[src/rtl/msrv32_pipe_ctrl_if.sv]
// Pipeline-control bundle between the datapath (master) and the hazard/stall controller (slave).
// Carries hazard/redirect/memory inputs and the enable/flush/status outputs.
interface msrv32_pipe_ctrl_if #(
  parameter int CNT_W = 16
);
  logic             branch_taken_in;
  logic             trap_taken_in;
  logic             ex_load_in;
  logic [4:0]       ex_rd_addr_in;
  logic [4:0]       id_rs1_addr_in;
  logic [4:0]       id_rs2_addr_in;
  logic             id_rs1_used_in;
  logic             id_rs2_used_in;
  logic             dmem_req_in;
  logic             dmem_ack_in;

  logic             pc_en_out;
  logic             rb1_en_out;
  logic             rb1_flush_out;
  logic             rb2_en_out;
  logic             rb2_flush_out;
  logic             bus_err_out;
  logic [1:0]       state_out;
  logic [CNT_W-1:0] stall_cnt_out;
  logic [CNT_W-1:0] flush_cnt_out;

  modport slave (
    input  branch_taken_in, trap_taken_in, ex_load_in, ex_rd_addr_in,
           id_rs1_addr_in, id_rs2_addr_in, id_rs1_used_in, id_rs2_used_in,
           dmem_req_in, dmem_ack_in,
    output pc_en_out, rb1_en_out, rb1_flush_out, rb2_en_out, rb2_flush_out,
           bus_err_out, state_out, stall_cnt_out, flush_cnt_out
  );

  modport master (
    output branch_taken_in, trap_taken_in, ex_load_in, ex_rd_addr_in,
           id_rs1_addr_in, id_rs2_addr_in, id_rs1_used_in, id_rs2_used_in,
           dmem_req_in, dmem_ack_in,
    input  pc_en_out, rb1_en_out, rb1_flush_out, rb2_en_out, rb2_flush_out,
           bus_err_out, state_out, stall_cnt_out, flush_cnt_out
  );
endinterface

[src/rtl/msrv32_pipe_ctrl.sv]
// Three-stage pipeline controller: post-reset flush, redirect/load-use/memory-wait handling, timeout.
// Enables/flushes are combinational from state and inputs; a memory wait freezes the whole pipe.
module msrv32_pipe_ctrl #(
  parameter int INIT_CYCLES = 2,
  parameter int MEM_TIMEOUT = 16,
  parameter int CNT_W       = 16
) (
  input  logic                clk_in,
  input  logic                reset_in,
  msrv32_pipe_ctrl_if.slave   bus
);

  typedef enum logic [1:0] {
    ST_INIT     = 2'd0,
    ST_RUN      = 2'd1,
    ST_MEM_WAIT = 2'd2
  } state_t;

  localparam logic [3:0] INIT_LAST = 4'(INIT_CYCLES - 1);
  localparam logic [7:0] WAIT_LAST = 8'(MEM_TIMEOUT - 1);

  state_t           r_state;
  logic [3:0]       r_init_cnt;
  logic [7:0]       r_wait_cnt;
  logic [CNT_W-1:0] r_stall_cnt;
  logic [CNT_W-1:0] r_flush_cnt;

  logic w_mem_wait, w_redirect, w_hazard, w_timeout;
  logic w_pc_en, w_rb1_en, w_rb1_flush, w_rb2_en, w_rb2_flush, w_bus_err;
  logic w_flush_evt, w_stall_evt;

  assign w_mem_wait = bus.dmem_req_in & ~bus.dmem_ack_in;
  assign w_redirect = bus.branch_taken_in | bus.trap_taken_in;
  assign w_hazard   = bus.ex_load_in && (bus.ex_rd_addr_in != 5'd0) &&
                      ((bus.id_rs1_used_in && (bus.id_rs1_addr_in == bus.ex_rd_addr_in)) ||
                       (bus.id_rs2_used_in && (bus.id_rs2_addr_in == bus.ex_rd_addr_in)));
  assign w_timeout  = (r_wait_cnt == WAIT_LAST);

  always_comb begin
    w_pc_en     = 1'b0;
    w_rb1_en    = 1'b0;
    w_rb1_flush = 1'b0;
    w_rb2_en    = 1'b0;
    w_rb2_flush = 1'b0;
    w_bus_err   = 1'b0;
    w_flush_evt = 1'b0;
    case (r_state)
      ST_INIT: begin
        w_rb1_en    = 1'b1;
        w_rb1_flush = 1'b1;
        w_rb2_en    = 1'b1;
        w_rb2_flush = 1'b1;
      end
      ST_RUN: begin
        // Memory wait outranks a redirect: the frozen branch is re-presented afterwards.
        if (w_mem_wait) begin
          w_pc_en = 1'b0;
        end else if (w_redirect) begin
          w_pc_en     = 1'b1;
          w_rb1_en    = 1'b1;
          w_rb1_flush = 1'b1;
          w_rb2_en    = 1'b1;
          w_rb2_flush = 1'b1;
          w_flush_evt = 1'b1;
        end else if (w_hazard) begin
          w_rb2_en    = 1'b1;
          w_rb2_flush = 1'b1;
        end else begin
          w_pc_en  = 1'b1;
          w_rb1_en = 1'b1;
          w_rb2_en = 1'b1;
        end
      end
      ST_MEM_WAIT: begin
        if (bus.dmem_ack_in) begin
          w_pc_en  = 1'b1;
          w_rb1_en = 1'b1;
          w_rb2_en = 1'b1;
        end else if (w_timeout) begin
          w_bus_err   = 1'b1;
          w_rb2_en    = 1'b1;
          w_rb2_flush = 1'b1;
        end
      end
      default: begin
        w_pc_en = 1'b0;
      end
    endcase
  end

  assign w_stall_evt = (r_state != ST_INIT) && !w_pc_en;

  always_ff @(posedge clk_in) begin
    if (reset_in) begin
      r_state     <= ST_INIT;
      r_init_cnt  <= 4'd0;
      r_wait_cnt  <= 8'd0;
      r_stall_cnt <= '0;
      r_flush_cnt <= '0;
    end else begin
      case (r_state)
        ST_INIT: begin
          if (r_init_cnt == INIT_LAST) r_state <= ST_RUN;
          else                         r_init_cnt <= r_init_cnt + 4'd1;
        end
        ST_RUN: begin
          if (w_mem_wait) begin
            r_state    <= ST_MEM_WAIT;
            r_wait_cnt <= 8'd0;
          end
        end
        ST_MEM_WAIT: begin
          if (bus.dmem_ack_in || w_timeout) r_state <= ST_RUN;
          else                              r_wait_cnt <= r_wait_cnt + 8'd1;
        end
        default: r_state <= ST_INIT;
      endcase
      if (w_stall_evt && (r_stall_cnt != '1)) r_stall_cnt <= r_stall_cnt + CNT_W'(1);
      if (w_flush_evt && (r_flush_cnt != '1)) r_flush_cnt <= r_flush_cnt + CNT_W'(1);
    end
  end

  assign bus.pc_en_out     = w_pc_en;
  assign bus.rb1_en_out    = w_rb1_en;
  assign bus.rb1_flush_out = w_rb1_flush;
  assign bus.rb2_en_out    = w_rb2_en;
  assign bus.rb2_flush_out = w_rb2_flush;
  assign bus.bus_err_out   = w_bus_err;
  assign bus.state_out     = r_state;
  assign bus.stall_cnt_out = r_stall_cnt;
  assign bus.flush_cnt_out = r_flush_cnt;

endmodule

[src/flat_wrapper.sv]
// flat-port wrapper written by rule: the top's interface ports become plain ports
module msrv32_pipe_ctrl_flat 
#(
  parameter int INIT_CYCLES = 2,
  parameter int MEM_TIMEOUT = 16,
  parameter int CNT_W       = 16
)
  (clk_in, reset_in, bus_branch_taken_in, bus_trap_taken_in, bus_ex_load_in, bus_ex_rd_addr_in, bus_id_rs1_addr_in, bus_id_rs2_addr_in, bus_id_rs1_used_in, bus_id_rs2_used_in, bus_dmem_req_in, bus_dmem_ack_in, bus_pc_en_out, bus_rb1_en_out, bus_rb1_flush_out, bus_rb2_en_out, bus_rb2_flush_out, bus_bus_err_out, bus_state_out, bus_stall_cnt_out, bus_flush_cnt_out);
  msrv32_pipe_ctrl_if #(.CNT_W(CNT_W)) bus_i ();
  input  logic clk_in;
  input  logic reset_in;
  input wire logic [$bits(bus_i.branch_taken_in)-1:0] bus_branch_taken_in;
  input wire logic [$bits(bus_i.trap_taken_in)-1:0] bus_trap_taken_in;
  input wire logic [$bits(bus_i.ex_load_in)-1:0] bus_ex_load_in;
  input wire logic [$bits(bus_i.ex_rd_addr_in)-1:0] bus_ex_rd_addr_in;
  input wire logic [$bits(bus_i.id_rs1_addr_in)-1:0] bus_id_rs1_addr_in;
  input wire logic [$bits(bus_i.id_rs2_addr_in)-1:0] bus_id_rs2_addr_in;
  input wire logic [$bits(bus_i.id_rs1_used_in)-1:0] bus_id_rs1_used_in;
  input wire logic [$bits(bus_i.id_rs2_used_in)-1:0] bus_id_rs2_used_in;
  input wire logic [$bits(bus_i.dmem_req_in)-1:0] bus_dmem_req_in;
  input wire logic [$bits(bus_i.dmem_ack_in)-1:0] bus_dmem_ack_in;
  output wire logic [$bits(bus_i.pc_en_out)-1:0] bus_pc_en_out;
  output wire logic [$bits(bus_i.rb1_en_out)-1:0] bus_rb1_en_out;
  output wire logic [$bits(bus_i.rb1_flush_out)-1:0] bus_rb1_flush_out;
  output wire logic [$bits(bus_i.rb2_en_out)-1:0] bus_rb2_en_out;
  output wire logic [$bits(bus_i.rb2_flush_out)-1:0] bus_rb2_flush_out;
  output wire logic [$bits(bus_i.bus_err_out)-1:0] bus_bus_err_out;
  output wire logic [$bits(bus_i.state_out)-1:0] bus_state_out;
  output wire logic [$bits(bus_i.stall_cnt_out)-1:0] bus_stall_cnt_out;
  output wire logic [$bits(bus_i.flush_cnt_out)-1:0] bus_flush_cnt_out;
  assign bus_i.branch_taken_in = bus_branch_taken_in;
  assign bus_i.trap_taken_in = bus_trap_taken_in;
  assign bus_i.ex_load_in = bus_ex_load_in;
  assign bus_i.ex_rd_addr_in = bus_ex_rd_addr_in;
  assign bus_i.id_rs1_addr_in = bus_id_rs1_addr_in;
  assign bus_i.id_rs2_addr_in = bus_id_rs2_addr_in;
  assign bus_i.id_rs1_used_in = bus_id_rs1_used_in;
  assign bus_i.id_rs2_used_in = bus_id_rs2_used_in;
  assign bus_i.dmem_req_in = bus_dmem_req_in;
  assign bus_i.dmem_ack_in = bus_dmem_ack_in;
  assign bus_pc_en_out = bus_i.pc_en_out;
  assign bus_rb1_en_out = bus_i.rb1_en_out;
  assign bus_rb1_flush_out = bus_i.rb1_flush_out;
  assign bus_rb2_en_out = bus_i.rb2_en_out;
  assign bus_rb2_flush_out = bus_i.rb2_flush_out;
  assign bus_bus_err_out = bus_i.bus_err_out;
  assign bus_state_out = bus_i.state_out;
  assign bus_stall_cnt_out = bus_i.stall_cnt_out;
  assign bus_flush_cnt_out = bus_i.flush_cnt_out;
  msrv32_pipe_ctrl #(.INIT_CYCLES(INIT_CYCLES), .MEM_TIMEOUT(MEM_TIMEOUT), .CNT_W(CNT_W)) u_core (.clk_in(clk_in), .reset_in(reset_in), .bus(bus_i));
endmodule
[config.mk]
export PLATFORM = sky130hd
export DESIGN_NAME = msrv32_pipe_ctrl_flat
export DESIGN_NICKNAME = d
export VERILOG_FILES = /design/src/rtl/msrv32_pipe_ctrl_if.sv /design/src/rtl/msrv32_pipe_ctrl.sv /design/src/flat_wrapper.sv
export SDC_FILE = /design/constraint.sdc
export NUM_CORES = 1
export LEC_CHECK = 0
export CELL_PAD_IN_SITES_DETAIL_PLACEMENT = 1
export CELL_PAD_IN_SITES_GLOBAL_PLACEMENT = 1
export CORE_MARGIN = 1
export CORE_UTILIZATION = 36
export DETAILED_ROUTE_END_ITERATION = 12
export GPL_TIMING_DRIVEN = 0
export PLACE_DENSITY = 0.86
export SLEW_MARGIN = 20
export SYNTH_ARGS = -nofsm -noshare
export SYNTH_HDL_FRONTEND = slang
export SYNTH_SLANG_ARGS = --single-unit
[constraint.sdc]
create_clock -name clk_in -period 2.6 [get_ports clk_in]
set_input_delay 0.39 -clock clk_in [delete_from_list [all_inputs] [get_ports clk_in]]
set_output_delay 0.39 -clock clk_in [all_outputs]
set_load 0.02 [all_outputs]
Yosys cells after proc, flatten, opt, wreduce, memory -nomap -nowiden
Cells that the tools add are included.

Bitwise logic cells: 4. Equality and inequality tests: 12. Add/sub/neg operators: 4. Multipliers: 0. Multiplexer cells: 27. Reductions and logical operators: 17. $lt $le $gt $ge: 0. Shifts and indexed selects: 0. Divide/modulo/power cells: 0.

Operators by type and width (number): $add A16 B1 Y16 const B (2); $ne A16 B16 Y1 const B (2); $mux W8 (2); $pmux W8 S2 (1); $mux W1 (15); $eq A5 B5 Y1 (2); $pmux W1 S3 (3); $add A8 B1 Y8 const B (1); $eq A8 B4 Y1 const B (1); $logic_and A1 B1 Y1 (7); $mux W2 (3); $ne A2 B1 Y1 const B (3); $pmux W2 S3 (1); $reduce_and A3 Y1 (2); $reduce_bool A5 Y1 (1); $add A4 B1 Y4 const B (1); $eq A4 B1 Y1 const B (1); $pmux W1 S2 (2); $reduce_bool A2 Y1 (2); $eq A2 B1 Y1 const B (1); $eq A2 B2 Y1 const B (1); $logic_not A2 Y1 (1); $logic_or A1 B1 Y1 (2); $ne A2 B2 Y1 const B (1); other kinds (5) (6).

Output and inout port bits: 40. Memory bits (writable): 0. Input port bits: 24. Bits in registers: 46. Memories kept: 0. Logic and storage cells: 69. Bits in latches: 0. Bits in read-only memories: 0.

Depth between registers and ports, before layout
Gate-level depths: netlist of run 1.

Depth after elaboration: 11. Depth in mapped cells: 10.

Least setup slack after synthesis of run 1
OpenSTA, ideal clock, no wires.

Path kind: reg-to-output. Start: register u_core.r_state[1] (netlist: u_core.bus.state_out[1]). End: output bus_rb2_flush_out. Setup slack: 427 ps. Arrival: 1783 ps. Data required time: 2210 ps. Stages on the path, launching flop included: 5. Path through: dfxtp_1 > ha_1 > inv_1 > nor3b_1 > o31a_1.

Cells in the longest elaborated chain, start to end: 2. Elaborated cells between the ends (all ways): 4.

Ends and longest elaborated chain: start: declaration (RTL line msrv32_pipe_ctrl.sv:22) `state_t r_state;`; start signal: assignment (RTL line msrv32_pipe_ctrl.sv:95) `r_state <= ST_INIT;`; start signal: assignment (RTL line msrv32_pipe_ctrl.sv:103) `if (r_init_cnt == INIT_LAST) r_state <= ST_RUN;`; start signal: assignment (RTL line msrv32_pipe_ctrl.sv:108) `r_state <= ST_MEM_WAIT;`; $eq A2 B2 Y1 (tied with other cells) (RTL line msrv32_pipe_ctrl.sv:47) `case (r_state)`; $pmux W1 S3 * (RTL line msrv32_pipe_ctrl.sv:47); end: declaration (RTL line flat_wrapper.sv:26) `output wire logic [$bits(bus_i.rb2_flush_out)-1:0] bus_rb2_flush_out;`.

Mark *: on every way between the ends. The rest lies on a longest branch, timed or not.

Final worst setup path of run 1
Start: input bus_ex_rd_addr_in[0]. End: output bus_rb1_en_out.

Cells in the longest elaborated chain, start to end: 8. Elaborated cells between the ends (all ways): 12.

Ends and longest elaborated chain: start: declaration (RTL line flat_wrapper.sv:15) `input wire logic [$bits(bus_i.ex_rd_addr_in)-1:0] bus_ex_rd_addr_in;`; $eq A5 B5 Y1 (on tied branches) (RTL line msrv32_pipe_ctrl.sv:35, msrv32_pipe_ctrl.sv:36); $logic_and A1 B1 Y1 (on tied branches) (RTL line msrv32_pipe_ctrl.sv:35, msrv32_pipe_ctrl.sv:36); $logic_or A1 B1 Y1 (RTL line msrv32_pipe_ctrl.sv:35) `((bus.id_rs1_used_in && (bus.id_rs1_addr_in == bus.ex_rd_addr_in)) ||`; $logic_and A1 B1 Y1 * (RTL line msrv32_pipe_ctrl.sv:34) `assign w_hazard = bus.ex_load_in && (bus.ex_rd_addr_in != 5'd0) &&`; $mux W1 * (RTL line msrv32_pipe_ctrl.sv:65) `end else if (w_hazard) begin`; $mux W1 * (RTL line msrv32_pipe_ctrl.sv:58) `end else if (w_redirect) begin`; $mux W1 * (RTL line msrv32_pipe_ctrl.sv:56) `if (w_mem_wait) begin`; $pmux W1 S3 * (RTL line msrv32_pipe_ctrl.sv:47); end: declaration (RTL line flat_wrapper.sv:23) `output wire logic [$bits(bus_i.rb1_en_out)-1:0] bus_rb1_en_out;`.

Marked as above.

==> key figures, run 1 <==
Timing
  • Final min period: 2490 ps
  • Max-slew headroom at the worst pin: 56.1%
  • Final period util: 95.7%
  • Sum Neg Setup Slack: 0 ps
  • Fmax: 402 MHz
  • RSZ-0062 raised after global routing: false
  • Clock Skews: 2.95 ps
  • Slew of the pin with the lowest slew margin: about 650 ps
  • Final max-slew violation count: 0
  • Setup Viol. Count Final: 0
  • Final Hold Fails: 0

Synth
  • Post-synth EDFFs: 0
  • Post-Syn Nets: 331
  • Mean Syn Cell Area: roughly 8.4 um^2
  • Count of cell types in the netlist: 50
  • #FFs+latches synth: 46
  • Mapped cell area: 2500 um^2
  • Cell count after synthesis: 298
  • Register area share after synthesis: approximately 37%
  • Yosys Warn Count: 0
  • Async SR Flop Fraction: 0%
  • Most used DFF post-synth: dfxtp_1

Setup path
  • Kind of critical path: primary input to output pin
  • Arrival @ worst endpoint: 2100 ps
  • FF-to-FF setup slack: 160 ps
  • Worst setup EP type: output pin
  • Reg2Reg Depth: 9
  • Startpoint types: primary input
  • Crit path required time: 2210 ps
  • Reg2reg end: u_core.bus.stall_cnt_out[1]
  • R2R Path Start: u_core.bus.stall_cnt_out[0]
  • CP Max Fanout: 3

Min path
  • Number of stages on the worst hold path: 2
  • Hold_sp: u_core.r_wait_cnt[1]
  • Class of the worst hold path: flip-flop to flip-flop
  • Hold EP: u_core.r_wait_cnt[1]

Global route
  • GRT overflow: 0
  • GRT Overall Usage: between 10% and 20%
  • First-pass GRT wire length: 11.4 mm
  • Initial antenna violation count: 0
  • Vias in the first global route: 2470
  • Largest net degree at the start of global routing: 15

Routing
  • Avg WL per Cell: ~15 um
  • Post-route ant nets: 0
  • Initial detailed-routing violation count: 104
  • DR vias/cell: approximately 5.4
  • WL final: 6.98 mm
  • Drt pass-1 iters: 4
  • Remaining DRCs: 0
  • Vias: 2456

Placed design
  • RePlAce Congestion: about 0.86
  • Placed Instances: 441
  • Port buffer count: 63
  • Post-DP Area: 3230 um^2
  • DP HPWL: 5.02 mm

Die
  • Core footprint: 6760 um^2
  • Die Wd: 85.3 um
  • Row cnt: 30
  • Initial Util: approximately 37%
  • Die Area: 7280 um^2
  • DIE HEIGHT: between 80 and 90 um
  • Boundary pin count: 64

Final layout
  • Diode count: 0
  • Final Instance Area: ~3400 um^2
  • Finished Layout Cells: 453
  • Commonest non-fill, non-tap cell in the layout: clkdlybuf4s50_1
  • Area grow syn2layout: 36.2%
  • Commonest non-fill, non-tap cells in the layout: clkdlybuf4s50_1 (52), dfxtp_1 (46), nor2_1 (39)
  • Share of layout cells above drive strength 1: 7.77%
  • Post-layout util: 50.4%
  • Nets: 405

Clocking
  • CTS buffer count: 5
  • Root buf cell: clkbuf_8
  • Hold buffers post-CTS: 0
  • # H-tree levels: 2
  • Clock transition at path regs: 90 ps
  • Clk_lat worst skew: 310 ps
  • TritonCTS clock tree: built
  • Clock tree buffer depth: 2
  • Clock Sinks: 46

Pwr
  • Combinational Power Share: 41.6%
  • Sequential power share: 35.1%
  • Net switching power: 0.900 mW
  • P_leak: 1.15 nW
  • Internal power: 1.44 mW
  • Max IR drop VDD: 0.287 mV
  • Clock power frac: 23.3%
  • Pwr dens: 687 nW/um^2
  • Total power: 2.34 mW
  • Switching share of power: around 38%

Status
  • Outcome: complete, no violations

Job
  • Max Cap Violations: 0
-- sequential cells by signal (all words and copies together), names as in the netlist --
signal / count
u_core.bus.state_out: 2
u_core.r_init_cnt: 4
u_core.bus.flush_cnt_out: 16
u_core.r_wait_cnt: 8
u_core.bus.stall_cnt_out: 16
-- how the worst max path moves through the flow --
stage | cells after the start | to | start
final | 7 | bus_rb1_en_out | bus_ex_rd_addr_in[0]
after global routing | 9 | u_core.bus.stall_cnt_out[1] | u_core.bus.stall_cnt_out[0]
after CTS | 7 | bus_rb2_flush_out | bus_ex_rd_addr_in[4]
after detailed placement | 8 | bus_rb2_flush_out | bus_ex_rd_addr_in[1]
after global placement | 8 | bus_rb2_flush_out | bus_ex_rd_addr_in[1]
after floorplan | 4 | bus_rb2_flush_out | u_core.bus.state_out[1]
-- Yosys cell counts (all sizes together), types with 2 or more instances --
master,count,area (um^2)
o21ai,15,78.8
mux2i,3,30.0
a2111oi,2,23.8
clkbuf,2,7.51
inv,9,33.8
xnor2,17,149
xor2,18,158
nor4,7,50.1
o31a,2,17.5
nor3,4,20.0
a21oi,20,111
nand4,17,106
nand3,12,60.1
and4,3,26.3
nand2,27,101
buf,6,41.3
ha,9,113
dfxtp,46,921
a21boi,2,15.0
nor2b,4,25.0
a221oi,2,23.8
nand2b,2,20.0
or3,11,68.8
or4,2,15.0
and3,2,12.5
nor2,39,146
-- power by group through the flow --
stage,clock network (mW),logic [mW],registers (mW)
2_1_floorplan,0,0.610,0.857
3_3_place_gp,0,0.955,0.831
3_5_place_dp,0,0.985,0.836
4_1_cts,0.552,0.976,0.820
5_1_grt,0.583,1.06,0.828
6_report,0.546,0.973,0.820
-- worst max-delay path, cell delays in order --
cell,delay (ps)
dlygate4sd2_1,280
or4_4,570
o21ai_4,210
nor2b_4,70
a21o_1,190
a21oi_1,120
clkdlybuf4s15_2,270
-- layer usage --
layer | vias to the layer above | share of wire, % | GRT usage, %
met2 | 55 | 50 | 33.1
met4 | 0 | 1.7 | 6.97
li1 | 1210 | - | -
met1 | 1179 | 45 | 24.3
met3 | 12 | 4.0 | 4.09
met5 | - | 0 | 0
-- cells by family (layout without fill, tap and decap cells) --
family | after synthesis | in the layout | share of synthesized area, %
mux | 4 | 4 | 1.65
xor+xnor | 35 | 35 | 12.3
flops | 46 | 46 | 36.8
buf+inv | 17 | 92 | 3.30
fa+ha+maj | 9 | 9 | 4.50
compound gates | 54 | 54 | 14.5
simple gates | 133 | 133 | 26.9
-- repair_timing --
action	4_1_cts	5_1_grt
gates cloned	0	0
pin swaps	3	3
setup buffers	2	2
setup endpoints to repair	6	4
resized for setup	21	4
-- per-stage QoR --
step	worst slack [ps]	hold slack, ps
final	111	485
after global routing	13.7	539
after CTS	1.70	485
after detailed placement	-614	473
after global placement	-559	467
after floorplan	427	454
-- final cells by class --
| type | instances | area [um^2] |
|---|---|---|
| plain buffers | 8 | 48.8 |
| repair buffers | 67 | 656 |
| inverters | 9 | 33.8 |
| clock inverters | 2 | 37.5 |
| well taps | 80 | 100 |
| fillers | 829 | 3350 |
| clock buffers | 6 | 72.6 |
| multi-input cells | 235 | 1540 |
| flip-flops and latches | 46 | 921 |
Note: power is estimated with default switching activity, not from simulation.
==> inputs of run 2 (changes only) <==
--- a/config.mk
+++ b/config.mk
@@ -5,13 +5,14 @@
 export SDC_FILE = /design/constraint.sdc
 export NUM_CORES = 1
 export LEC_CHECK = 0
-export CELL_PAD_IN_SITES_DETAIL_PLACEMENT = 1
+export CELL_PAD_IN_SITES_DETAIL_PLACEMENT = 0
 export CELL_PAD_IN_SITES_GLOBAL_PLACEMENT = 1
 export CORE_MARGIN = 1
 export CORE_UTILIZATION = 36
 export DETAILED_ROUTE_END_ITERATION = 12
 export GPL_TIMING_DRIVEN = 0
 export PLACE_DENSITY = 0.86
+export RECOVER_POWER = 25
 export SLEW_MARGIN = 20
 export SYNTH_ARGS = -nofsm -noshare
 export SYNTH_HDL_FRONTEND = slang
==> run 2 against run 1 <==
Final area is 1.0% lower. Core utilization decreased by 0.52 points. Clock power is essentially flat. Non-clock buffer count decreased by 3. Maximum frequency shrank 0.57%. Clock skew grew 4.0 ps. Largest power group unchanged.
==> key figures, run 2 (synthesized netlist as in run 1, its figures left out) <==
Setup path
  • Startpoint types: primary input
  • Reg2Reg Depth: 9
  • Worst-path cell chain: clkdlybuf4s50_1 > xnor2_1 > nand4_1 > o22ai_2 > nor2b_4 > nor2b_1 > o31a_1 > buf_2
  • Critical Path Stages: 8
  • CP max-delay cell: clkdlybuf4s50_1
  • Crit path required time: approximately 2200 ps
  • Max incr delay on CP: about 530 ps
  • Arrival @ worst endpoint: between 2000 and 2500 ps
  • Worst setup EP type: output pin
  • CP Max Fanout: 3
  • Top Family by Delay on Critical Path: buffers and inverters
  • Kind of critical path: primary input to output pin
  • CP bufs+invs: 2

Placed design
  • Post-DP Area: 3230 um^2
  • DP HPWL: 4.37 mm
  • Port buffer count: 63
  • Dpl ws: -542 ps
  • RePlAce Congestion: 0.862

Clocking
  • # H-tree levels: 2
  • Root buf cell: clkbuf_8
  • Clock Sinks: 46
  • TritonCTS clock tree: built
  • Clk_lat worst skew: 300 ps
  • Clock tree buffer depth: 2
  • CTS buffer count: 5
  • Clock transition at path regs: roughly 90 ps

Global route
  • Initial antenna violation count: 0
  • Largest net degree at the start of global routing: 16
  • GRT overflow: 0
  • Vias in the first global route: approximately 2100
  • Grt met3 use: 3.99%
  • GRT Overall Usage: 16.5%
  • First-pass GRT wire length: 9.72 mm
  • Met1 Resource Use GR: 22.6%
  • GRT Max-Usage Layer: met2
  • Routing usage on met2: roughly a quarter

Final layout
  • Commonest non-fill, non-tap cells in the layout: dfxtp_1 (46), nor2_1 (39), clkdlybuf4s50_1 (35)
  • Nets: 402
  • Diode count: 0
  • Area grow syn2layout: 34.8%
  • Commonest non-fill, non-tap cell in the layout: dfxtp_1
  • Share of layout cells above drive strength 1: around 7.3%
  • Final Instance Area: around 3400 um^2

Die
  • DIE HEIGHT: 85.3 um
  • Core footprint: 6760 um^2
  • Die Wd: 85.3 um
  • Initial Util: a little under two fifths
  • Die Area: 7280 um^2
  • Row cnt: 30
  • Boundary pin count: 64

Routing
  • Vias: 2342
  • Remaining DRCs: 0
  • Post-route ant nets: 0
  • Avg WL per Cell: 13.2 um
  • Initial detailed-routing violation count: about 140
  • WL final: a little under 6 mm
  • Drt pass-1 iters: 4
  • DR vias/cell: 5.20

Timing
  • Setup Viol. Count Final: 0
  • Worst Hold Margin: between 400 and 500 ps
  • Setup WS post-layout: between 90 and 100 ps
  • Max-slew headroom at the worst pin: approximately three fifths
  • Slew of the pin with the lowest slew margin: 601 ps
  • Final min period: 2500 ps
  • RSZ-0062 raised after global routing: false
  • Final period util: 96.3%
  • Clock Skews: roughly 7 ps
  • Final max-slew violation count: 0
  • Final Hold Fails: 0
  • Fmax: 399 MHz

Min path
  • Number of stages on the worst hold path: 2
  • Class of the worst hold path: flip-flop to flip-flop

Pwr
  • Max IR drop VDD: just over 0.3 mV
  • P_leak: ~1.2 nW
  • Pwr dens: 681 nW/um^2

Job
  • Max Cap Violations: 0

Status
  • Outcome: complete, no violations
## run 2: cell count changes in the layout (fill, tap and decap cells not counted), moves of 2 or more
cell,previous run,this run
clkdlybuf4s15_2,2,0
buf_2,1,3
buf_1,4,2
dlygate4sd3_1,0,18
buf_4,4,1
clkdlybuf4s50_1,52,35
## run 2: report_power, final
group / leakage (nW) / switching (mW) / internal (mW)
Combinational: 0.772 / 0.557 / 0.377
Clock: 0.0504 / 0.259 / 0.286
Sequential: 0.372 / 0.0572 / 0.759
## run 2: worst reg2reg max path: cells and delay by family, from the launching register on
family / cells / cell delay, ps
AOI/OAI and AO/OA: 2 / 460
muxes: 1 / 180
buffers and inverters: 3 / 450
DFF: 1 / 390
adders and majority gates: 1 / 220
and+or+nand+nor: 2 / 480
## run 2: layout make-up
| type | instances | area, um^2 |
|---|---|---|
| buffer | 8 | 48.8 |
| clock buffer | 5 | 68.8 |
| clock inverter | 3 | 45.0 |
| fill | 690 | 3390 |
| inverter | 9 | 33.8 |
| multi-input combinational | 235 | 1530 |
| sequential | 46 | 921 |
| tap | 80 | 100 |
| timing repair buffer | 64 | 622 |
## run 2: timing repair
action,CTS,global route
resized for setup,23,3
buffers inserted,1,0
hold buffers,0,0
pin swaps,2,0
hold endpoints to repair,0,0
setup endpoints to repair,6,2
## run 2: worst paths after layout
kind	start	to	slack (ps)
setup / recovery	bus_ex_rd_addr_in[4]	bus_rb2_flush_out	100
setup reg to reg	u_core.bus.stall_cnt_out[0]	u_core.bus.stall_cnt_out[1]	300
hold / removal	u_core.r_wait_cnt[1]	u_core.r_wait_cnt[1]	480
hold reg to reg	u_core.r_wait_cnt[1]	u_core.r_wait_cnt[1]	480
## run 2: per-layer routing
layer  up-vias  wire length, um
met1      1057             2830
met2        69             2710
met5         -                0
met4         0               93
li1       1205                -
met3        11              306
## run 2: through the flow
step	power, mW	util (%)	TNS (ps)	instances
after global routing	2.44	49.9	0	450
final	2.29	49.9	0	450
after global placement	1.79	47.8	-2190	441
after detailed placement	1.80	47.8	-2360	441
after CTS	2.32	49.8	0	450
after floorplan	1.47	-	0	298
==> inputs of run 3 (changes only) <==
--- a/config.mk
+++ b/config.mk
@@ -13,7 +13,8 @@
 export GPL_TIMING_DRIVEN = 0
 export PLACE_DENSITY = 0.86
 export RECOVER_POWER = 25
-export SLEW_MARGIN = 20
+export SLEW_MARGIN = 10
 export SYNTH_ARGS = -nofsm -noshare
 export SYNTH_HDL_FRONTEND = slang
 export SYNTH_SLANG_ARGS = --single-unit
+export TNS_END_PERCENT = 30
==> run 3 against run 2 <==
Maximum frequency shrank 0.57%. Final cell count grew 0.22%. Combinational power grew 2%. Wire length grew 0.44%. Critical path type unchanged. Sequential power is essentially flat. Sequential cell count is the same. First-iteration DRC count grew 0.73%. Power grew 0.50%.
==> key figures, run 3 (synthesized netlist as in run 1, its figures left out) <==
Timing
  • Final period util: between 90% and 100%
  • Max-slew headroom at the worst pin: about three fifths
  • Worst Hold Margin: 481 ps
  • Setup WS post-layout: between 80 and 90 ps
  • Sum Neg Setup Slack: 0 ps
  • Final min period: 2520 ps
  • Setup Viol. Count Final: 0
  • Fmax: 397 MHz
  • Final Hold Fails: 0
  • Slew of the pin with the lowest slew margin: 600 ps
  • Clock Skews: 6.73 ps
  • Final max-slew violation count: 0

Placed design
  • Post-DP Area: 3230 um^2
  • RePlAce Congestion: 0.862
  • DP HPWL: 4.37 mm
  • Dpl ws: -542 ps
  • Port buffer count: 63
  • Placed Instances: 441

Die
  • Boundary pin count: 64
  • Die Area: 7280 um^2
  • Initial Util: 37.0%
  • Core footprint: just under 7000 um^2
  • Die Wd: ~85 um
  • Row cnt: 30
  • DIE HEIGHT: 85.3 um

Routing
  • Vias: about 2300
  • WL final: 5.97 mm
  • DR vias/cell: about 5.2
  • Post-route ant nets: 0
  • Remaining DRCs: 0
  • Initial detailed-routing violation count: 138
  • Avg WL per Cell: around 13 um
  • Drt pass-1 iters: 4

Final layout
  • Footprint of the multi-input gates: 1530 um^2
  • Nets: 403
  • Sequential Area: 921 um^2
  • Post-layout util: 50.2%
  • Commonest non-fill, non-tap cells in the layout: dfxtp_1 (46), nor2_1 (39), clkdlybuf4s50_1 (34)
  • Diode count: 0
  • Commonest non-fill, non-tap cell in the layout: dfxtp_1
  • Final Instance Area: 3390 um^2
  • Share of layout cells above drive strength 1: 7.55%
  • Area grow syn2layout: 35.7%
  • Finished Layout Cells: 451
  • Layout fillers: 683

Clocking
  • Clock Sinks: 46
  • CTS buffer count: 5
  • Clock transition at path regs: roughly 90 ps
  • Clock tree buffer depth: 2
  • Root buf cell: clkbuf_8
  • # H-tree levels: 2
  • TritonCTS clock tree: built
  • Clk_lat worst skew: 300 ps

Setup path
  • Startpoint types: primary input
  • FF-to-FF setup slack: roughly 310 ps
  • CP Max Fanout: 3
  • Crit path required time: approximately 2200 ps
  • Worst setup EP type: output pin
  • Arrival @ worst endpoint: 2130 ps
  • Kind of critical path: primary input to output pin

Job
  • Max Cap Violations: 0

Pwr
  • Total power: 2.31 mW
  • Max IR drop VDD: 0.310 mV
  • Pwr dens: 680 nW/um^2
  • P_leak: 1.21 nW

Global route
  • Initial antenna violation count: 0
  • Vias in the first global route: 2100
  • Largest net degree at the start of global routing: 16
  • GRT overflow: 0
  • GRT Overall Usage: approximately 17%
  • First-pass GRT wire length: 9.73 mm

Status
  • Outcome: complete, no violations

Min path
  • Class of the worst hold path: flip-flop to flip-flop
run 3: changes by cell type in the layout (fill, tap and decap cells not counted):
cell / delta
buf_2: -2
clkdlybuf4s15_2: +2
buf_4: +1
clkdlybuf4s50_1: -1
dlymetal6s2s_1: +1
run 3: power breakdown:
part,switching [mW],total (mW),internal [mW]
Clock,0.256,0.542,0.286
Combinational,0.555,0.948,0.393
Sequential,0.0573,0.816,0.759
Total,0.869,2.31,1.44
run 3: worst paths after layout:
check,from,endpoint,depth (start not counted)
max reg2reg,u_core.bus.stall_cnt_out[0],u_core.bus.stall_cnt_out[1],9
max,bus_ex_rd_addr_in[0],bus_rb2_flush_out,7
min,u_core.r_wait_cnt[1],u_core.r_wait_cnt[1],2
min reg2reg,u_core.r_wait_cnt[1],u_core.r_wait_cnt[1],2
run 3: final cells by class:
type	count	area share, %
Inverter	9	0.996
Multi-Input combinational cell	235	45.1
Sequential cell	46	27.1
Clock inverter	3	1.33
Clock buffer	5	2.03
Timing Repair Buffer	65	19.0
Buffer	8	1.44
Tap cell	80	2.95
run 3: critical path, cell delays in order:
cell             delay (ps)
dlygate4sd2_1           280
or4_4                   560
o21ai_4                 220
nor2b_4                  70
nor2b_1                 130
o31a_1                  230
clkdlybuf4s15_2         250
run 3: routing by layer:
layer	vias to the layer above	share of wire (%)	track usage, %
met4	0	1.6	5.61
met5	-	0	0
met3	11	5.3	3.99
met2	66	46	25.6
li1	1207	-	-
met1	1053	47	22.7
run 3: timing repair:
item / 4_1_cts / 5_1_grt
setup endpoints to repair: 6 / 4
setup buffers: 1 / 1
hold buffers: 0 / 0
resized for setup: 21 / 4
pin swaps: 2 / 1
